<file path="src/rtl/if_id_pkg.sv">
// Shared types for the IF->ID pipeline register: FSM states, default NOP encoding, entry layout.
package if_id_pkg;

    typedef enum logic [1:0] {
        EMPTY = 2'd0,
        ONE   = 2'd1,
        FULL  = 2'd2
    } if_id_state_e;

    localparam logic [31:0] NOP_INSTR_DEFAULT = 32'h0000_0000;

    typedef struct packed {
        logic [31:0] instr;
        logic [31:0] pc;
    } if_id_entry_t;

endpackage

</file>
<file path="src/rtl/if_id_slot.sv">
// One storage slot: data register written only on load, valid bit set by load and cleared by clear/reset.
// 1-cycle write latency; no backpressure of its own.
module if_id_slot #(
    parameter int W = 64
) (
    input  logic         clock,
    input  logic         reset,
    input  logic         clear_i,
    input  logic         load_i,
    input  logic [W-1:0] d_i,
    output logic         vld_o,
    output logic [W-1:0] q_o
);

    logic         vld_q;
    logic [W-1:0] dat_q;

    always_ff @(posedge clock) begin
        if (reset || clear_i) begin
            vld_q <= 1'b0;
        end else if (load_i) begin
            vld_q <= 1'b1;
        end
    end

    // Data has no reset: the valid bit alone decides whether it is shown.
    always_ff @(posedge clock) begin
        if (load_i) begin
            dat_q <= d_i;
        end
    end

    assign vld_o = vld_q;
    assign q_o   = dat_q;

endmodule

</file>
<file path="src/rtl/if_id_pipe_reg.sv">
// IF->ID register with main+skid slots, flush and NOP bubbles; entry visible 1 cycle after push.
// in_ready is registered and drops only when both slots hold data; IF_ID_STATS_EN adds stall/bubble counters.
module if_id_pipe_reg
    import if_id_pkg::*;
#(
    parameter int                 INSTR_W   = 32,
    parameter int                 PC_W      = 32,
    parameter logic [INSTR_W-1:0] NOP_INSTR = INSTR_W'(NOP_INSTR_DEFAULT)
`ifdef IF_ID_STATS_EN
    ,
    parameter int                 CNT_W     = 16
`endif
) (
    input  logic               clock,
    input  logic               reset,
    input  logic               in_valid,
    output logic               in_ready,
    input  logic [INSTR_W-1:0] instr_in,
    input  logic [PC_W-1:0]    pc_in,
    input  logic               flush,
    output logic               out_valid,
    input  logic               out_ready,
    output logic [INSTR_W-1:0] instr_out,
    output logic [PC_W-1:0]    pc_out
`ifdef IF_ID_STATS_EN
    ,
    output logic [CNT_W-1:0]   stall_cnt,
    output logic [CNT_W-1:0]   bubble_cnt
`endif
);

    localparam int EW = INSTR_W + PC_W;

    if_id_state_e  state_q, state_d;
    logic          in_ready_q;
    logic          push, pop;
    logic          main_load, main_clr, skid_load, skid_clr;
    logic [EW-1:0] in_ent, main_d, main_q, skid_q;
    logic          main_vld, skid_vld;

    assign in_ent = {instr_in, pc_in};
    assign push   = in_valid & in_ready_q;
    assign pop    = main_vld & out_ready;

    always_comb begin
        state_d   = state_q;
        main_d    = in_ent;
        main_load = 1'b0;
        main_clr  = 1'b0;
        skid_load = 1'b0;
        skid_clr  = 1'b0;
        if (flush) begin
            state_d  = EMPTY;
            main_clr = 1'b1;
            skid_clr = 1'b1;
        end else begin
            case (state_q)
                EMPTY: begin
                    if (push) begin
                        main_load = 1'b1;
                        state_d   = ONE;
                    end
                end
                ONE: begin
                    if (push && pop) begin
                        main_load = 1'b1;
                    end else if (push) begin
                        skid_load = 1'b1;
                        state_d   = FULL;
                    end else if (pop) begin
                        main_clr  = 1'b1;
                        state_d   = EMPTY;
                    end
                end
                FULL: begin
                    // Skid entry is older than anything fetch can offer, so it moves up first.
                    if (pop) begin
                        main_d    = skid_q;
                        main_load = skid_vld;
                        main_clr  = !skid_vld;
                        skid_clr  = 1'b1;
                        state_d   = ONE;
                    end
                end
                default: begin
                    state_d  = EMPTY;
                    main_clr = 1'b1;
                    skid_clr = 1'b1;
                end
            endcase
        end
    end

    always_ff @(posedge clock) begin
        if (reset) begin
            state_q    <= EMPTY;
            in_ready_q <= 1'b1;
        end else begin
            state_q    <= state_d;
            in_ready_q <= (state_d != FULL);
        end
    end

    if_id_slot #(.W(EW)) u_main (
        .clock   (clock),
        .reset   (reset),
        .clear_i (main_clr),
        .load_i  (main_load),
        .d_i     (main_d),
        .vld_o   (main_vld),
        .q_o     (main_q)
    );

    if_id_slot #(.W(EW)) u_skid (
        .clock   (clock),
        .reset   (reset),
        .clear_i (skid_clr),
        .load_i  (skid_load),
        .d_i     (in_ent),
        .vld_o   (skid_vld),
        .q_o     (skid_q)
    );

    assign in_ready  = in_ready_q;
    assign out_valid = main_vld;
    assign instr_out = main_vld ? main_q[EW-1:PC_W] : NOP_INSTR;
    assign pc_out    = main_vld ? main_q[PC_W-1:0]  : '0;

`ifdef IF_ID_STATS_EN
    logic [CNT_W-1:0] stall_q, bubble_q;

    // Saturating counters; only reset clears them, a flush leaves history intact.
    always_ff @(posedge clock) begin
        if (reset) begin
            stall_q  <= '0;
            bubble_q <= '0;
        end else begin
            if (main_vld && !out_ready && (stall_q != '1)) begin
                stall_q <= stall_q + CNT_W'(1);
            end
            if (!main_vld && (bubble_q != '1)) begin
                bubble_q <= bubble_q + CNT_W'(1);
            end
        end
    end

    assign stall_cnt  = stall_q;
    assign bubble_cnt = bubble_q;
`endif

endmodule

</file>
<file path="config.mk">
export PLATFORM = sky130hd
export DESIGN_NAME = if_id_pipe_reg
export DESIGN_NICKNAME = d
export VERILOG_FILES = /design/src/rtl/if_id_pkg.sv /design/src/rtl/if_id_slot.sv /design/src/rtl/if_id_pipe_reg.sv
export SDC_FILE = /design/constraint.sdc
export NUM_CORES = 1
export LEC_CHECK = 0
export CAP_MARGIN = 20
export CORE_ASPECT_RATIO = 1.2
export CORE_MARGIN = 10
export CORE_UTILIZATION = 55
export CTS_BUF_LIST = sky130_fd_sc_hd__clkbuf_4 sky130_fd_sc_hd__clkbuf_8
export CTS_CLUSTER_DIAMETER = 100
export DETAILED_ROUTE_END_ITERATION = 8
export PLACE_DENSITY = 0.91
export SLEW_MARGIN = 10
export SYNTH_ARGS = -nofsm -noshare
export SYNTH_HDL_FRONTEND = slang
export SYNTH_SLANG_ARGS = --single-unit
</file>
<file path="constraint.sdc">
create_clock -name clock -period 9.4 [get_ports clock]
set_clock_uncertainty 0.2 [all_clocks]
set_input_delay 1.88 -clock clock [delete_from_list [all_inputs] [get_ports clock]]
set_output_delay 1.88 -clock clock [all_outputs]
set_load 0.01 [all_outputs]
</file>
; ---- Word level (Yosys, flattened, before mapping)
; Cells that the tools add are included.
[op_classes]
n_eq_ne = 3
mux = 28
n_bitwise = 2
n_reduce_logical = 6
[ops]
columns = cell, n
row1 = 64-bit two-way mux, 3
row2 = 32-bit two-way mux, 2
row3 = 1-bit two-way mux, 13
row4 = 2-bit two-way mux, 6
row5 = 1-bit case mux with 3 select lines, 2
row6 = 2-bit case mux with 3 select lines, 1
row7 = 1-bit bitwise AND, 2
row8 = "2-bit by 1-bit equality test with 1-bit output, second input constant", 1
row9 = "2-bit equality test, second input constant", 1
row10 = 2-bit logical NOT, 1
row11 = 1-bit logical OR, 2
row12 = "2-bit != test, second input constant", 1
row13 = 1-bit case mux with 2 select lines, 1
row14 = 2-bit OR reduction, 1
row15 = 1-bit logical AND, 1
row16 = 1-bit logical NOT, 1
[totals]
register_bits = 133
out_inout_bits = 66
elab_cells = 45

; ---- Depth between registers and ports, before layout
[logic_depth]
depth_word = 7
mapped_depth = 5
depth_no_buf = 3

; ---- Cells and area by module
; A second synthesis with hierarchy kept.
[unflattened]
cells_unflattened = 306
hier_area_um2 = 5640.4
[modules_own_cells]
columns = module, n_inst, cells_per_inst, area_per_inst_um2, seq_area_each_um2
row1 = if_id_slot, 2, 67, 1955.6, 1941.9
row2 = if_id_pipe_reg, 1, 172, 1729.2, 60.1

; ---- Worst setup path after synthesis
; OpenSTA, ideal clock, no wires.
[synth_path]
kind = input-to-reg
start = in out_ready
end = reg u_main.dat_q[0] (netlist: u_main.q_o[0]) (enable)
setup_time_ps = 508
arrival_time_ps = 5428
t_required_ps = 8692
path_slack_ps = 3264
stages = 3
n_path_buf = 0
cell_sequence = nand2_2 -> a211o_1 -> a21oi_1
[synth_via]
elab_chain_len = 5
word_cells_on_any_way = 6
[synth_lines]
columns = element, line_no
row1 = start: declaration, if_id_pipe_reg.sv:22  ; input logic out_ready,
row2 = 1-bit bitwise AND (*), if_id_pipe_reg.sv:43  ; assign pop = main_vld & out_ready;
row3 = 1-bit logical AND, if_id_pipe_reg.sv:65  ; if (push && pop) begin
row4 = 1-bit two-way mux, if_id_pipe_reg.sv:65
row5 = 1-bit case mux with 3 select lines (*), if_id_pipe_reg.sv:57  ; case (state_q)
row6 = 1-bit two-way mux (*), if_id_pipe_reg.sv:52  ; if (flush) begin
row7 = named net main_load, if_id_pipe_reg.sv:37  ; logic main_load, main_clr, skid_load, skid_clr;
row8 = end signal: assignment, if_id_slot.sv:29  ; dat_q <= d_i;
row9 = end: declaration, if_id_slot.sv:16  ; logic [W-1:0] dat_q;
; Mark *: on every way through the listed nets, which the timed path passes. The rest lies on a longest branch.
; A chain may end at the register's enable or synchronous reset.

; ---- Worst setup path after layout
[layout_path]
start = reg u_main.vld_q (netlist: u_main.vld_o)
end = out instr_out[31]
[layout_via]
elab_chain_len = 1
[layout_lines]
columns = element, line_no
row1 = start: declaration, if_id_slot.sv:15  ; logic vld_q;
row2 = start signal: assignment, if_id_slot.sv:20  ; vld_q <= 1'b0;
row3 = start signal: assignment, if_id_slot.sv:22  ; vld_q <= 1'b1;
row4 = 32-bit two-way mux, if_id_pipe_reg.sv:126  ; assign instr_out = main_vld ? main_q[EW-1:PC_W] : NOP_INSTR;
row5 = end: declaration, if_id_pipe_reg.sv:23  ; output logic [INSTR_W-1:0] instr_out,
; Every way passes these cells.

==> out/results.tsv <==
metric	value	unit
power_density	171	mW/mm2
dp_cells	553	
yosys_warnings	0	
post_cts_resized	0	
dp_hpwl	7820	um
slowest_stage	dfxtp_2	
wl_per_cell	19.8	um
drt_iter0_markers	117	
start_kind	flip-flop	
nets	518	
core	0.00952	mm2
die_w	110	um
fin_hold_ws	0.324	ns
final_common_cell	clkdlybuf4s50_1	
setup_violations	0	
syn-num-nets	377	
grt_pass1_vias	3331	
final_cell_mix	134 x clkdlybuf4s50_1, 128 x edfxtp_1, 64 x and2_1	
chipHeight	128	um
regToRegSetupSlack	6.26	ns
finalHoldViolations	0	
avgViaCountPerCell	5.20	
critPathMaxStageDelay	0.97	ns
setup_tns	0	ns
synth.avg_cell_area	17.5	um2
cp_cell_sequence	and2_1, clkdlybuf4s50_1	
clockBufferDepth	2	
cts_made_buffers	17	
required	7.32	ns
vias	3043	
grt_max_degree	71	
ys_ff_latch	133	
timing.max_slew.rel_slack	0.351	
htreeDepth	4	
cts_hold_buf	0	
grt_usage	0.167	
die_area	0.0141	mm2
rsz0062_at_grt	no	
clk_latency	0.42	ns
final_core_util	0.758	
reg2reg_from	u_main.vld_o	
maxCapViolations	0	
critical_path.top_delay_family	flip-flops	
yosysUniqueCellTypes	30	
slew_violations	0	
status	finished, final reports clean	
gp_congestion	0.849	
worstHoldPathCells	2	
ant_nets	0	
cts_sinks	133	
hold_end	u_skid.vld_o	
wl	11600	um
crit_fanout	70	
cp_num_buf_inv	1	
start_util	0.565	
grt-ovfl-total	0	
drc_errors	0	
area_delta_synth_final	34.1	%
cp_data_arrival_time	2.26	ns
port_buffers	134	
cts_tree	built	
clockRootBuffer	clkbuf_8	
rows	39	
worstHoldPathType	flip-flop to flip-flop	
cts_setup_buffers	0	
cp-end-kind	primary output	
drive_above_1_share	0.182	
antenna_found_initial	0	
worst_pin_slew	0.974	ns
criticalPathCategory	flip-flop to primary output	
ys_seq_area_frac	0.733	
p_leak	2.44	nW
hp-start	u_skid.vld_o	
fin_cells	585	
synthCells	308	
fmax	231	MHz
period_share	0.461	
period_needed	4.34	ns
grt_pass1_wl	17900	um
worstRegToRegCells	4	
r2r_end	u_main.q_o[27]	
path_clk_slew	0.07	ns
first_pass_iters	5	
diodes	0	
syn_area	0.00538	mm2
io_pins	135	
peakVddDrop	0.000127	V
[metrics by stage]
step | worst slack [ns] | area, um2 | total power (W)
3_3_place_gp | 5.04 | 6810 | 0.000767
6_report | 5.06 | 7210 | 0.00123
3_5_place_dp | 4.98 | 6810 | 0.000771
4_1_cts | 5.01 | 7210 | 0.00124
2_1_floorplan | 3.26 | 5380 | 0.000718
5_1_grt | 4.91 | 7210 | 0.00127
[worst min-delay path: cells and delay by family, from the launching register on]
family	cells	cell delay [ns]
compound gates	2	0.15
flops	1	0.33
[synth_stat cells]
master,count,area [um2]
buf_6,6,67.6
nand2_2,1,6.26
nand4_1,1,6.26
nor2_1,4,15.0
mux2_2,42,473
or2_2,1,6.26
nor3_4,1,16.3
and4b_1,1,10.0
or4_1,1,7.51
dfxtp_1,5,100
mux2_1,22,248
nand3_1,3,15.0
and2_1,64,400
nand2b_1,1,6.26
buf_2,2,10.0
nor4bb_1,1,10.0
o21ai_0,2,10.0
a2bb2oi_1,1,8.76
and3b_1,1,8.76
edfxtp_1,128,3840
inv_1,1,3.75
a21oi_1,3,15.0
and3_1,1,6.26
o211a_1,1,10.0
a21bo_2,1,10.0
o221a_2,1,11.3
a211o_1,1,8.76
nor2b_1,1,6.26
nand2_1,3,11.3
clkbuf_1,7,26.3
[how the worst max path moves through the flow]
| stage | from | to | slack (ns) | cells after the start |
|---|---|---|---|---|
| 3_3_place_gp | out_ready | u_main.q_o[56] | 5.04 | 5 |
| 5_1_grt | u_main.vld_o | pc_out[7] | 4.91 | 2 |
| 2_1_floorplan | out_ready | u_main.q_o[0] | 3.26 | 3 |
| 3_5_place_dp | out_ready | u_main.q_o[61] | 4.98 | 5 |
| 6_report | u_main.vld_o | instr_out[31] | 5.06 | 2 |
| 4_1_cts | u_main.vld_o | instr_out[27] | 5.01 | 2 |
[registers in the layout, indices dropped and copies added (netlist names)]
name and flops:
state_q 2, u_main.q_o 64, u_main.vld_o 1, u_skid.vld_o 1, u_skid.q_o 64, in_ready 1
[metal layers]
metal  track usage  wire [um]  up-vias
met1         0.184       4290     1489
met3        0.0508        733       16
met5             0          0        -
met4        0.0757        265        0
met2         0.288       6300      110
li1              -          -     1428
[report_power, final]
part	switching [W]	internal [W]	total (W)	leakage, nW
sequential	0.00000651	0.000670	0.000677	1.22
combinational	0.0000319	0.0000489	0.0000808	1.02
clock	0.000204	0.000271	0.000475	0.204
total	0.000242	0.000990	0.00123	2.44
[cell type report]
class	count	area [um2]
Sequential cell	133	3950
Fill cell	563	2310
Timing Repair Buffer	137	1360
Multi-Input combinational cell	159	1350
Clock buffer	21	264
Tap cell	123	154
Clock inverter	11	134
Inverter	1	3.75
[cells by family (layout without fill, tap and decap cells)]
group,Yosys count,in the layout,share of synthesized area
flops,133,133,0.733
simple gates,85,85,0.0989
mux,64,64,0.134
buf+inv,16,170,0.0200
compound gates,10,10,0.0137
No activity file was read; power rests on OpenSTA's default activity.
